## config.mk

```make
export PLATFORM = sky130hd
export DESIGN_NAME = cutelock_queue_arbiter
export DESIGN_NICKNAME = d
export VERILOG_FILES = /design/src/rtl/cutelock_arb_pkg.sv /design/src/rtl/cutelock_key_sched.sv /design/src/rtl/cutelock_queue_arbiter.sv
export SDC_FILE = /design/constraint.sdc
export NUM_CORES = 1
export LEC_CHECK = 0
export ABC_AREA = 1
export ABC_CLOCK_PERIOD_IN_PS = 3700
export BUFFER_PORTS_ARGS = -buffer_cell sky130_fd_sc_hd__buf_2
export CAP_MARGIN = 20
export CELL_PAD_IN_SITES_DETAIL_PLACEMENT = 1
export CELL_PAD_IN_SITES_GLOBAL_PLACEMENT = 1
export CORE_MARGIN = 5
export CORE_UTILIZATION = 44
export CTS_CLUSTER_DIAMETER = 150
export DETAILED_ROUTE_END_ITERATION = 10
export HOLD_SLACK_MARGIN = 0.15
export PLACE_DENSITY_LB_ADDON = 0.08
export SKIP_LAST_GASP = 1
export SYNTH_ARGS = -nofsm -noshare
export SYNTH_HDL_FRONTEND = slang
export SYNTH_HIERARCHICAL = 1
export SYNTH_SLANG_ARGS = --single-unit
```

## constraint.sdc

```tcl
create_clock -name clock -period 3.7 [get_ports clock]
set_input_delay 0.555 -clock clock [delete_from_list [all_inputs] [get_ports clock]]
set_output_delay 0.555 -clock clock [all_outputs]
set_load 0.01 [all_outputs]
```

## src/rtl/cutelock_arb_pkg.sv

```systemverilog
// Shared types and helpers for the key-locked queue arbiter and its key schedule.
package cutelock_arb_pkg;

  typedef enum logic {
    PH_SAMPLE = 1'b0,
    PH_SERVE  = 1'b1
  } phase_e;

  localparam int SCHED_MAX_W = 256;
  localparam int KEY_MAX_W   = 32;

  function automatic int idx_w(input int n);
    return (n > 1) ? $clog2(n) : 1;
  endfunction

  function automatic int cnt_w(input int n);
    return (n > 1) ? $clog2(n) : 1;
  endfunction

  // Occupancy counter must represent 0..n inclusive.
  function automatic int occ_w(input int n);
    return $clog2(n + 1);
  endfunction

  function automatic logic [KEY_MAX_W-1:0] sched_entry(
    input logic [SCHED_MAX_W-1:0] sched,
    input int                     k,
    input int                     key_w
  );
    logic [KEY_MAX_W-1:0] mask;
    mask = {KEY_MAX_W{1'b1}} >> (KEY_MAX_W - key_w);
    return KEY_MAX_W'(sched >> (k * key_w)) & mask;
  endfunction

endpackage

```

## src/rtl/cutelock_key_sched.sv

```systemverilog
// Free-running key schedule counter and comparator; key_ok is true when the
// presented key word matches the schedule entry selected this cycle.
module cutelock_key_sched
  import cutelock_arb_pkg::*;
#(
  parameter int                          NUM_KEYS     = 4,
  parameter int                          KEY_W        = 3,
  parameter logic [NUM_KEYS*KEY_W-1:0]   KEY_SCHEDULE = {3'd5, 3'd2, 3'd7, 3'd1}
) (
  input  logic             clock,
  input  logic             reset,
  input  logic [KEY_W-1:0] keyinput,
  output logic             key_ok
);

  localparam int CNT_W = cnt_w(NUM_KEYS);

  logic [CNT_W-1:0] cnt;
  logic [KEY_W-1:0] expected_key;

  always_ff @(posedge clock) begin
    if (reset) begin
      cnt <= '0;
    end else if (cnt == CNT_W'(NUM_KEYS - 1)) begin
      cnt <= '0;
    end else begin
      cnt <= cnt + 1'b1;
    end
  end

  assign expected_key = KEY_W'(sched_entry(SCHED_MAX_W'(KEY_SCHEDULE), int'(cnt), KEY_W));
  assign key_ok       = (keyinput == expected_key);

endmodule

```

## src/rtl/cutelock_queue_arbiter.sv

```systemverilog
// Arrival-order arbiter over N_REQ requesters; the sample/serve phase only
// advances on cycles where the key schedule check passes.
//   state     | meaning
//   PH_SAMPLE | capture REQUEST into ru, publish grant on GRANT_O
//   PH_SERVE  | release holder, enqueue one new requester, grant queue head
module cutelock_queue_arbiter
  import cutelock_arb_pkg::*;
#(
  parameter int                          N_REQ        = 4,
  parameter int                          NUM_KEYS     = 4,
  parameter int                          KEY_W        = 3,
  parameter logic [NUM_KEYS*KEY_W-1:0]   KEY_SCHEDULE = {3'd5, 3'd2, 3'd7, 3'd1}
) (
  input  logic             clock,
  input  logic             reset,
  input  logic [N_REQ-1:0] REQUEST,
  input  logic [KEY_W-1:0] keyinput,
  output logic [N_REQ-1:0] GRANT_O
);

  localparam int IDX_W = idx_w(N_REQ);
  localparam int OCC_W = occ_w(N_REQ);

  phase_e           phase;
  logic             key_ok;
  logic [N_REQ-1:0] ru;
  logic [N_REQ-1:0] fu;
  logic [N_REQ-1:0] grant;
  logic [IDX_W-1:0] q [N_REQ];
  logic [IDX_W-1:0] head;
  logic [IDX_W-1:0] tail;
  logic [OCC_W-1:0] count;

  logic [N_REQ-1:0] fu_n;
  logic [N_REQ-1:0] grant_n;
  logic [OCC_W-1:0] count_n;
  logic [IDX_W-1:0] g_idx;
  logic [IDX_W-1:0] push_idx;
  logic [IDX_W-1:0] head_idx;
  logic             grant_free;
  logic             push;
  logic             pop;
  logic             avail;
  logic             do_grant;

  cutelock_key_sched #(
    .NUM_KEYS    (NUM_KEYS),
    .KEY_W       (KEY_W),
    .KEY_SCHEDULE(KEY_SCHEDULE)
  ) u_key_sched (
    .clock   (clock),
    .reset   (reset),
    .keyinput(keyinput),
    .key_ok  (key_ok)
  );

  function automatic logic [IDX_W-1:0] next_ptr(input logic [IDX_W-1:0] p);
    return (p == IDX_W'(N_REQ - 1)) ? '0 : p + 1'b1;
  endfunction

  function automatic logic [N_REQ-1:0] idx2oh(input logic [IDX_W-1:0] idx);
    logic [N_REQ-1:0] oh;
    oh = '0;
    for (int i = 0; i < N_REQ; i++) begin
      if (idx == IDX_W'(i)) oh[i] = 1'b1;
    end
    return oh;
  endfunction

  always_comb begin
    fu_n       = fu;
    grant_n    = grant;
    grant_free = 1'b0;
    push       = 1'b0;
    push_idx   = '0;
    g_idx      = '0;

    for (int i = 0; i < N_REQ; i++) begin
      if (grant[i]) g_idx = IDX_W'(i);
    end

    if ((grant != '0) && !ru[g_idx]) begin
      fu_n[g_idx] = 1'b0;
      grant_free  = 1'b1;
    end

    // Descending scan leaves the lowest eligible index selected.
    for (int i = N_REQ - 1; i >= 0; i--) begin
      if (ru[i] && !fu_n[i]) begin
        push     = 1'b1;
        push_idx = IDX_W'(i);
      end
    end
    if (count == OCC_W'(N_REQ)) push = 1'b0;
    if (push) fu_n[push_idx] = 1'b1;

    avail    = (count != '0) || push;
    head_idx = (count == '0) ? push_idx : q[head];
    do_grant = (grant == '0) || grant_free;
    pop      = do_grant && avail;

    if (do_grant) grant_n = avail ? idx2oh(head_idx) : '0;

    count_n = count + OCC_W'(push) - OCC_W'(pop);
  end

  always_ff @(posedge clock) begin
    if (reset) begin
      phase   <= PH_SAMPLE;
      ru      <= '0;
      fu      <= '0;
      grant   <= '0;
      GRANT_O <= '0;
      head    <= '0;
      tail    <= '0;
      count   <= '0;
      for (int i = 0; i < N_REQ; i++) q[i] <= '0;
    end else begin
      if (key_ok) phase <= (phase == PH_SAMPLE) ? PH_SERVE : PH_SAMPLE;

      if (phase == PH_SAMPLE) begin
        ru      <= REQUEST;
        GRANT_O <= grant;
      end else begin
        fu    <= fu_n;
        grant <= grant_n;
        count <= count_n;
        if (push) begin
          q[tail] <= push_idx;
          tail    <= next_ptr(tail);
        end
        if (pop) head <= next_ptr(head);
      end
    end
  end

endmodule

```

**Yosys cells after proc, flatten, opt, wreduce, memory -nomap -nowiden**

Memory sizes are Yosys's and may differ from the RTL's. A register that Yosys moved wholly into a read port is not among the register bits.
Index checks and enable logic that the tools add are counted.

- Memories: 1
- Logic and storage cells: 98
- Output and inout port bits: 4
- Bits in writable memories: 8
- Input port bits: 9
- Bits in registers: 26

- Equal/unequal tests: 8
- Mux-type cells: 41
- $mul: 1
- Reductions and logical operators: 25
- $lt $le $gt $ge: 4
- Bitwise gates (word level): 3
- Shift operators: 1
- $add $sub $neg: 5

Memories:

| name | words | width | read ports | clocked after Yosys merged registers in | write ports | line | source |
|---|---|---|---|---|---|---|---|
| q | 4 | 2 | 1 | 1 | 4 | cutelock_queue_arbiter.sv:29 | `logic [IDX_W-1:0] q [N_REQ];` |

Operators with widths:

| kind | count |
|---|---|
| right shift 12 x 32 -> 3 bit (first input constant) | 1 |
| two-way mux 2 bit | 13 |
| two-way mux 1 bit | 22 |
| two-way mux 4 bit | 3 |
| equality test 2 bit (second input constant) | 5 |
| logical AND 1 bit | 8 |
| adder 2 x 1 -> 2 bit (second input constant) | 3 |
| less-than comparator 2 x 3 -> 1 bit (second input constant) | 2 |
| AND reduction 2 bit | 3 |
| zero test 1 bit | 5 |
| AND 4 bit | 1 |
| demux 1 bit (select 2 bit) | 2 |
| greater-or-equal comparator 2 x 1 -> 1 bit (second input constant) | 2 |
| zero test 4 bit | 1 |
| multiplier 2 x 2 -> 4 bit (second input constant) | 1 |
| inverter 4 bit | 1 |
| bitwise OR 4 bit | 1 |
| nonzero test 4 bit | 1 |
| OR reduction 2 bit | 2 |
| adder 3 x 1 -> 3 bit | 1 |
| equality test 3 bit | 1 |
| equality test 3 bit (second input constant) | 1 |
| zero test 3 bit | 1 |
| nonzero test 3 bit | 1 |
| 5 further kinds | 6 |

**Longest topological paths before layout**

Gate-level depths: netlist of run 1.

- Depth in word-level cells: 23
- Mapped depth: 22

**By module**

Netlist of run 1, hierarchy kept.

Modules (own cells, without submodules):

| module | seq. area each (um^2) | area an instance (um^2) | cells an instance | instances |
|---|---|---|---|---|
| cutelock_queue_arbiter | 760.7 | 1764.2 | 231 | 1 |
| cutelock_key_sched | 40.0 | 132.6 | 20 | 1 |

**Least setup slack after synthesis of run 1**

Ideal clock, no wire load.

- Path type: reg2reg
- Start: register grant[3]
- End: register count[2]
- Setup slack: 1.000 ns
- Clock period less this slack: 2.700 ns
- Cell stages (with the launch flop): 20
- Data arrival time: 2.578 ns
- Path buffers: 1
- Cell sequence: dfxtp_1 > buf_6 > nor2_2 > nand3_1 > nand2_2 > nor2_4 > nand3_2 > nand2_2 > nand2_2 > nand2_2 > nor2_2 > a21oi_1 > ha_1 > inv_1 > ha_1 > fa_1 > a21oi_1 > o21ai_0 > o21ai_0 > a21oi_1

- Word-level cells in the longest chain between the ends: 18

Ends and longest elaborated chain:

| item | line | source |
|---|---|---|
| from (decl) | cutelock_queue_arbiter.sv:28 | `logic [N_REQ-1:0] grant;` |
| from (signal assigned) | cutelock_queue_arbiter.sv:126 | `grant <= grant_n;` |
| parallel branches: the longest is 17 deep, another holds less-than comparator 2 x 3 -> 1 bit | -- |  |
| subtractor 3 x 1 -> 3 bit (*) | cutelock_queue_arbiter.sv:104 | `count_n = count + OCC_W'(push) - OCC_W'(pop);` |
| to (signal assigned) | cutelock_queue_arbiter.sv:127 | `count <= count_n;` |
| to (decl) | cutelock_queue_arbiter.sv:32 | `logic [OCC_W-1:0] count;` |

Mark *: on every way between the ends. The select of a mux whose other input is x is not followed.
A chain may end at the register's enable or synchronous reset.

**Worst setup path after layout of run 1**

Same ends and word-level chain as after synthesis.

==> results.py, run 1 <==
metrics = {
    "power": {
        "power.internal_mw": 0.699,
        "p_comb_frac": 0.254,
        "p_sw_frac": 0.326,
        "seqPwrFrac": 0.450,
        "power_density_nw_per_um2": 494,
        "netSwitchingPower_mw": 0.338,
        "p_clk_frac": 0.296,
        "ir_worst_vdd_mv": 0.237,
        "leakage_nw": 0.957,
    },
    "floorplanning": {
        "start_util": 0.464,
        "coreArea_sq_um": 4090,
        "io_pins": 13,
        "die_h_um": 75.7,
        "std_cell_rows": 23,
        "fp.dieW_um": 75.7,
        "die-area_sq_um": 5720,
    },
    "synth": {
        "synth_edf_count": 8,
        "synth_compound_area_frac": 0.108,
        "post_synth_fa_ha_maj_area_fraction": 0.0501,
        "async_flop_share": 0,
        "synth_cell_types": 30,
        "synth_top_cell_by_area": "dfxtp_1",
        "synthMuxAreaShare": 0,
        "ys_ff_latch": 36,
        "synth_xor_area_frac": 0.00923,
        "yosysWarningCount": 6,
        "synthFlopType": "dfxtp_1",
        "synth_top_family_by_area": "simple AND/OR/NAND/NOR gates",
        "synthSimpleGateAreaFrac": 0.329,
        "synth_top_area_share": 0.296,
        "syn-cell-area_sq_um": 1900,
        "syn_inst": 251,
        "avgSynthCellArea_sq_um": 7.56,
        "yosys.cell_count.top_type": "nand2_1",
        "synth_fp_nets": 267,
        "synth_commonest_cells": "nand2_1, nor2_1, dfxtp_1, inv_1, nand3_1",
        "synth_area_leaders": "dfxtp_1, edfxtp_1, nand2_1",
        "ys_seq_area_frac": 0.422,
    },
    "worst_setup_path": {
        "worstPathRequired_ns": 3.87,
        "endpoint_kind": "flip-flop",
        "startpoint_type": "flip-flop",
        "r2r_cells": 19,
        "endpoint": "count[2]",
        "path_max_fanout": 9,
        "startpoint": "grant[3]",
        "crit_type": "flip-flop to flip-flop",
        "worstReg2RegEnd": "count[2]",
        "arrival_ns": 3.31,
        "rr_startpoint": "grant[3]",
        "rrSetupSlack_ns": 0.56,
    },
    "timing": {
        "whs_ns": 0.487,
        "fin_tns_setup_ns": 0,
        "clock_skew_ns": 0.00745,
        "maxSlewViolCount": 0,
        "fin_crit_sh": 0.849,
        "grt_setup_unrepaired": "false",
        "maxSlewHeadroom": 0.584,
        "timing.final.crit_period_ns": 3.14,
        "fmax_mhz": 318,
        "worstMarginPinSlew_ns": 0.623,
        "hold_viol_final": 0,
        "finalSetupViolations": 0,
    },
    "global_routing": {
        "grt_max_degree": 23,
        "antenna_found_initial": 0,
        "grt_pass1_vias": 1664,
        "track_usage": 0.173,
        "grt_pass1_wl_um": 7500,
        "gr-total-overflow": 0,
    },
    "routing": {
        "wirelength_um": 4240,
        "wl_per_cell_um": 13.4,
        "drtAntennaViolNets": 0,
        "viasPerCell": 5.16,
        "num_vias": 1632,
        "drt_drc_violations_left": 0,
        "dr.pass1.iters": 4,
        "drt_iter0_markers": 77,
    },
    "job": {
        "max-cap-violations": 0,
    },
    "place": {
        "portBuffers": 12,
        "gp_congestion": 0.730,
        "hpwl_um": 3150,
    },
    "cells_and_area": {
        "diodes": 0,
        "syn_to_final_growth_pct": 10.7,
        "drive_gt1_frac": 0.173,
        "final_nets": 281,
        "final_util": 0.514,
    },
    "clock_network": {
        "cts_tree": "done",
        "clock_sinks": 36,
        "cts_buffers": 5,
        "cts_hold_buf": 0,
        "cts-root-buf": "clkbuf_8",
        "cts_resized": 0,
        "post_cts_buffers": 0,
        "cts_buffer_depth": 2,
        "clk-insertion-delay-late_ns": 0.29,
        "path_clk_slew_ns": 0.07,
        "h-tree-depth": 2,
    },
    "hold_path": {
        "hold_path.class": "flip-flop to flip-flop",
    },
    "outcome": {
        "outcome": "completed",
    },
}
==> kinds of logic after synthesis <==
group                      count (synthesis)
xor gates and xnor gates                   2
and+or+nand+nor                          128
buffers and inverters                     39
adders and majority gates                  7
AOI/OAI and AO/OA                         39
DFF                                       36
==> worst max-delay path: stages, from the launching register on <==
cell     delay [ns]
dfxtp_1        0.53
inv_2          0.08
nand2_1        0.08
nand2_2        0.06
nand2_4        0.08
inv_2          0.05
nor2_4         0.10
nand3_1        0.08
nand3_1        0.08
nand2_2        0.10
nor2_2         0.24
a21oi_1        0.13
ha_1           0.29
inv_1          0.04
ha_1           0.18
fa_1           0.38
a21oi_1        0.14
o21ai_0        0.13
o21ai_0        0.18
a21oi_1        0.06
==> through the flow <==
| stage | worst slack, ns | cell area [sq um] | total power, mW | std cells |
|---|---|---|---|---|
| after floorplan | 1.00 | 1900 | 0.666 | 251 |
| after global placement | 0.782 | 2000 | 0.733 | 308 |
| after global routing | 0.250 | 2100 | 1.12 | 316 |
| after CTS | 0.547 | 2100 | 1.06 | 316 |
| final | 0.557 | 2100 | 1.04 | 316 |
| after detailed placement | 0.630 | 2000 | 0.738 | 308 |
==> placed cells by master, fill, tap and decap left out, drive strengths merged <==
cell type and instances:
a21oi 15, a31oi 3, a32o 1, buf 14
clkbuf 8, dfxtp 28, edfxtp 8, fa 1
ha 6, inv 32, nand2 53, nand3 24
nand3b 1, nand4 3, nor2 41, nor3 5
o21ai 20, or2 1, xnor2 1, xor2 1
==> flip-flops by register name, indices dropped and copies added (netlist names), named ones only <==
register / count
GRANT_O: 4
count: 3
fu: 4
grant: 4
head: 2
phase: 1
q: 8
ru: 4
tail: 2
u_key_sched/cnt: 2
==> how the worst min path moves through the flow <==
stage,startpoint,depth (start not counted),slack (ns),endpoint
after detailed placement,fu[1],2,0.47,fu[1]
after floorplan,fu[1],2,0.45,fu[1]
after global placement,fu[1],2,0.46,fu[1]
final,fu[1],2,0.49,fu[1]
after CTS,fu[1],2,0.49,fu[1]
after global routing,fu[1],2,0.50,fu[1]
==> cell type report <==
class	count	area (sq um)
Clock buffer	8	100
Fill cell	525	1990
Sequential cell	36	801
Timing Repair Buffer	14	75.1
Inverter	32	120
Multi-Input combinational cell	176	941
Tap cell	50	62.6
==> routing by layer <==
metal	GRT usage	vias up	wire (um)
li1	-	842	-
met1	0.202	765	2030
met2	0.310	20	2040
met3	0.0343	5	97
met4	0.0699	0	71
met5	0	-	0
==> power groups by stage <==
stage	clock network, mW	logic [mW]	registers (mW)
after floorplan	0	0.198	0.468
after global placement	0	0.259	0.475
after detailed placement	0	0.263	0.476
after CTS	0.324	0.267	0.467
after global routing	0.343	0.306	0.472
final	0.307	0.264	0.467
No activity file was read; power rests on OpenSTA's default activity.
==> run 2: changes to the inputs <==
Settings changed: ABC_CLOCK_PERIOD_IN_PS 3700 to 2800, CORE_UTILIZATION 44 to 39.
Clock period 3.7 ns to 2.8 ns, I/O delays scaled along.
==> results.py, run 2 (synthesis results as in run 1) <==
metrics = {
    "worst_setup_path": {
        "crit_top_cell": "nand2_2",
        "critPathSlowestCell": "dfxtp_4",
        "crit_chain": "inv_2 -> nand2_2 -> nand2_2 -> nand2_4 -> inv_4 -> nor2_4 -> nand3_2 -> nand2_2 -> nand2_2 -> nand2_4 -> nor2_4 -> nor2_4 -> inv_2 -> ha_4 -> inv_2 -> ha_4 -> fa_2 -> a21oi_2 -> o21ai_2 -> o21ai_1 -> a21oi_1",
        "worstPathRequired_ns": 2.99,
        "endpoint_kind": "flip-flop",
        "cp_slowest_stage_delay_ns": 0.40,
        "crit_type": "flip-flop to flip-flop",
        "critPathBufInv": 4,
        "arrival_ns": 2.90,
        "crit_family": "simple AND/OR/NAND/NOR gates",
        "startpoint_type": "flip-flop",
        "path_max_fanout": 5,
    },
    "timing": {
        "fin_tns_setup_ns": 0,
        "maxSlewViolCount": 0,
        "fin_crit_sh": 0.968,
        "timing.final.crit_period_ns": 2.71,
        "clock_skew_ns": 0.00786,
        "hold_viol_final": 0,
        "fmax_mhz": 369,
        "fin_ws_ns": 0.0906,
        "worstMarginPinSlew_ns": 0.462,
        "maxSlewHeadroom": 0.690,
        "finalSetupViolations": 0,
        "grt_setup_unrepaired": "true",
    },
    "floorplanning": {
        "fp.dieW_um": 79.7,
        "die-area_sq_um": 6360,
        "die_h_um": 79.7,
        "std_cell_rows": 25,
        "coreArea_sq_um": 4720,
        "start_util": 0.402,
        "io_pins": 13,
    },
    "cells_and_area": {
        "layout_common_cells": "nand2_1, nor2_1, inv_1",
        "final_nets": 300,
        "n_fill_cell": 589,
        "multi_input_area_sq_um": 1010,
        "drive_gt1_frac": 0.277,
        "syn_to_final_growth_pct": 23.8,
        "largest_reg_flops": 8,
        "diodes": 0,
        "max_flop_register": "q",
        "regArea_sq_um": 810,
        "layout_commonest_cell": "nand2_1",
    },
    "hold_path": {
        "hold_path.class": "primary input to flip-flop",
    },
    "routing": {
        "num_vias": 1693,
        "wl_per_cell_um": 13.6,
        "drt_drc_violations_left": 0,
        "wirelength_um": 4770,
        "drt_iter0_markers": 50,
        "dr.pass1.iters": 4,
        "viasPerCell": 4.81,
        "drtAntennaViolNets": 0,
    },
    "outcome": {
        "outcome": "completed",
    },
    "clock_network": {
        "h-tree-depth": 2,
        "cts_buffer_depth": 2,
        "cts-root-buf": "clkbuf_8",
        "cts_tree": "done",
        "clock_sinks": 36,
        "clk-insertion-delay-late_ns": 0.29,
        "path_clk_slew_ns": 0.08,
        "cts_buffers": 5,
    },
    "global_routing": {
        "grt_pass1_vias": 1824,
        "track_usage": 0.165,
        "gr-total-overflow": 0,
        "antenna_found_initial": 0,
        "grt_max_degree": 17,
        "grt_pass1_wl_um": 8170,
    },
    "power": {
        "power.internal_mw": 0.980,
        "ir_worst_vdd_mv": 0.348,
        "p_sw_frac": 0.332,
        "leakage_nw": 1.05,
        "p_comb_frac": 0.298,
        "seqPwrFrac": 0.420,
        "netSwitchingPower_mw": 0.487,
        "p_clk_frac": 0.282,
        "power_density_nw_per_um2": 625,
    },
    "place": {
        "gp_congestion": 0.749,
        "portBuffers": 12,
        "dp_slack_ns": -0.0814,
        "hpwl_um": 3540,
    },
    "job": {
        "max-cap-violations": 0,
    },
}
## run 2: cell count changes in the layout (fill, tap and decap cells not counted), sizes merged
cell	change
buf	+19
## run 2: layout make-up
| cell class | instances | area share |
|---|---|---|
| Timing Repair Buffer | 33 | 0.0927 |
| Sequential cell | 36 | 0.345 |
| Tap cell | 67 | 0.0357 |
| Inverter | 32 | 0.0533 |
| Clock buffer | 8 | 0.0426 |
| Multi-Input combinational cell | 176 | 0.431 |
## run 2: final timing paths
check,depth (start not counted),slack (ns),endpoint,start
setup / recovery,21,0.09,count[2],grant[2]
hold reg to reg,2,0.48,fu[1],fu[1]
setup reg to reg,21,0.09,count[2],grant[2]
hold / removal,3,0.36,ru[3],REQUEST[3]
## run 2: routing by layer
layer	track usage	part of all wire	up-vias
li1	-	-	882
met1	0.202	0.47	787
met2	0.288	0.49	18
met3	0.0372	0.025	6
met4	0.0456	0.013	0
met5	0	0	-
## run 2: what timing repair did
item,CTS,global route
buffers inserted,0,5
pin swaps,0,13
gates resized for setup,5,20
hold buffers,0,0
setup endpoints to repair,1,2
## run 2: worst reg2reg max path, delay by kind of cell (launching register included)
family	cells	cell delay [ns]
flops	1	0.40
buf+inv	4	0.18
compound gates	4	0.40
fa+ha+maj	3	0.78
simple gates	10	0.82
## run 2: per-stage QoR
step                       util  hold WS, ns  instances  area [sq um]  power (mW)
after floorplan               -        0.448        251          1900       0.880
after global placement    0.450        0.459        339          2130        1.00
after detailed placement  0.450        0.470        339          2130        1.01
after CTS                 0.474        0.360        347          2240        1.43
after global routing      0.497        0.366        352          2350        1.57
final                     0.497        0.365        352          2350        1.47
## run 2: power groups by stage
stage               sequential [mW]  combinational (mW)  clock [mW]
floorplan                     0.619               0.261           0
global placement              0.625               0.376           0
detailed placement            0.626               0.381           0
CTS                           0.614               0.390       0.429
global route                  0.624               0.501       0.448
finish                        0.616               0.438       0.414
==> run 3: changes to the inputs <==
Settings changed: ABC_CLOCK_PERIOD_IN_PS 2800 to default, REMOVE_ABC_BUFFERS from default to 1.
==> results.py, run 3 (synthesis results as in run 1) <==
metrics = {
    "worst_setup_path": {
        "crit_chain": "inv_4 -> nand2_4 -> nand2_4 -> nand2_4 -> inv_4 -> nor2_4 -> nand3_2 -> nand2_2 -> nand2_4 -> nand2_4 -> nor2_4 -> nor2_4 -> inv_2 -> ha_4 -> inv_2 -> ha_4 -> fa_2 -> a21oi_2 -> o21ai_2 -> o21ai_1 -> a21oi_1",
        "crit_type": "flip-flop to flip-flop",
        "path_max_fanout": 6,
        "startpoint": "grant[2]",
        "cp_slowest_stage_delay_ns": 0.42,
        "critPathSlowestCell": "dfxtp_4",
        "arrival_ns": 2.91,
        "worstPathRequired_ns": 2.98,
        "rr_startpoint": "grant[2]",
        "endpoint_kind": "flip-flop",
        "startpoint_type": "flip-flop",
        "crit_top_cell": "nand2_4",
    },
    "timing": {
        "finalSetupViolations": 0,
        "maxSlewHeadroom": 0.647,
        "worstMarginPinSlew_ns": 0.529,
        "hold_viol_final": 0,
        "timing.final.crit_period_ns": 2.72,
        "clock_skew_ns": 0.00460,
        "whs_ns": 0.362,
        "grt_setup_unrepaired": "true",
        "fin_crit_sh": 0.972,
        "fmax_mhz": 367,
        "maxSlewViolCount": 0,
    },
    "power": {
        "netSwitchingPower_mw": 0.494,
        "power.internal_mw": 1.02,
        "p_comb_frac": 0.296,
        "power_density_nw_per_um2": 636,
        "ir_worst_vdd_mv": 0.344,
        "p_clk_frac": 0.299,
        "total_power_mw": 1.52,
        "seqPwrFrac": 0.406,
        "p_sw_frac": 0.326,
        "leakage_nw": 1.07,
    },
    "hold_path": {
        "hold_path.class": "primary input to flip-flop",
        "worstHoldStart": "REQUEST[0]",
    },
    "clock_network": {
        "cts-root-buf": "clkbuf_8",
        "h-tree-depth": 2,
        "cts_buffers": 5,
        "path_clk_slew_ns": 0.07,
        "clk-insertion-delay-late_ns": 0.29,
        "clock_sinks": 36,
        "cts_buffer_depth": 2,
        "cts_tree": "done",
        "cts_hold_buf": 0,
    },
    "routing": {
        "drtAntennaViolNets": 0,
        "drt_drc_violations_left": 0,
        "drt_iter0_markers": 41,
        "viasPerCell": 4.91,
        "wirelength_um": 4860,
        "wl_per_cell_um": 13.8,
        "dr.pass1.iters": 4,
        "num_vias": 1732,
    },
    "global_routing": {
        "grt_pass1_vias": 1701,
        "grt_pass1_wl_um": 7990,
        "grt_max_degree": 17,
        "antenna_found_initial": 0,
        "track_usage": 0.163,
        "gr-total-overflow": 0,
    },
    "cells_and_area": {
        "largest_reg_flops": 8,
        "final_nets": 301,
        "syn_to_final_growth_pct": 25.6,
        "diodes": 0,
        "drive_gt1_frac": 0.283,
        "n_fill_cell": 580,
        "layout_commonest_cell": "nand2_1",
        "layout_common_cells": "nand2_1, nor2_1, inv_1",
        "max_flop_register": "q",
    },
    "floorplanning": {
        "die-area_sq_um": 6360,
        "io_pins": 13,
        "fp.dieW_um": 79.7,
        "std_cell_rows": 25,
        "coreArea_sq_um": 4720,
        "die_h_um": 79.7,
        "start_util": 0.402,
    },
    "place": {
        "gp_congestion": 0.825,
        "hpwl_um": 3580,
        "portBuffers": 12,
    },
    "outcome": {
        "outcome": "completed",
    },
    "job": {
        "max-cap-violations": 0,
    },
}
-- run 3: cell count changes in the layout (fill, tap and decap cells not counted) --
cell       before  now
nand2_4         3    6
bufinv_16       0    1
dfxtp_1        25   24
clkbuf_8        7    5
buf_4          21   22
dfxtp_4         2    3
nand2_2         8    5
clkinv_2        0    1
-- run 3: layout make-up --
cell class	count	area, sq um	area share
well taps	67	83.8	0.0352
flip-flops and latches	36	813	0.341
inverters	32	125	0.0525
multi-input cells	176	1030	0.431
clock inverters	2	35.0	0.0147
clock buffers	6	72.6	0.0305
repair buffers	34	225	0.0945
-- run 3: timing repair --
item	CTS	global route
cloned	0	0
resized for setup	10	20
pin swaps	0	13
setup buffers	0	8
endpoints found under the hold margin	0	0
setup endpoints to repair	1	2
-- run 3: worst paths after layout --
| kind | end | slack [ns] | depth (start not counted) |
|---|---|---|---|
| worst min-delay path | ru[0] | 0.36 | 3 |
| worst min register to register | fu[1] | 0.49 | 2 |
| worst max register to register | count[2] | 0.08 | 21 |
| worst max-delay path | count[2] | 0.08 | 21 |
-- run 3: metal layers --
layer	GRT usage	up-vias	wire length, um
met5	0	-	0
met4	0.0507	0	76
met3	0.0384	9	167
met2	0.265	19	2200
met1	0.213	817	2410
li1	-	887	-
-- run 3: worst max-delay path, delay by kind of cell, from the launching register on --
| kind | cells | cell delay [ns] |
|---|---|---|
| adders and majority gates | 3 | 0.78 |
| DFF | 1 | 0.42 |
| buffers and inverters | 4 | 0.17 |
| and+or+nand+nor | 10 | 0.86 |
| AOI/OAI and AO/OA | 4 | 0.40 |
-- run 3: power by group through the flow --
stage               Sequential, mW  Combinational (mW)  Clock (mW)
finish                       0.614               0.448       0.453
global route                 0.621               0.510       0.486
CTS                          0.612               0.394       0.470
detailed placement           0.624               0.386           0
global placement             0.623               0.374           0
floorplan                    0.626               0.247           0
-- run 3: through the flow --
step                      instances  setup TNS, ns  setup WS (ns)   util  cell area [sq um]
final                           353              0         0.0783  0.504               2380
after CTS                       345              0         0.0173  0.475               2240
after global routing            353        -0.0797        -0.0797  0.504               2380
after floorplan                 244              0         0.0597      -               1860
after global placement          337        -0.0191        -0.0191  0.447               2110
after detailed placement        337         -0.130         -0.130  0.447               2110
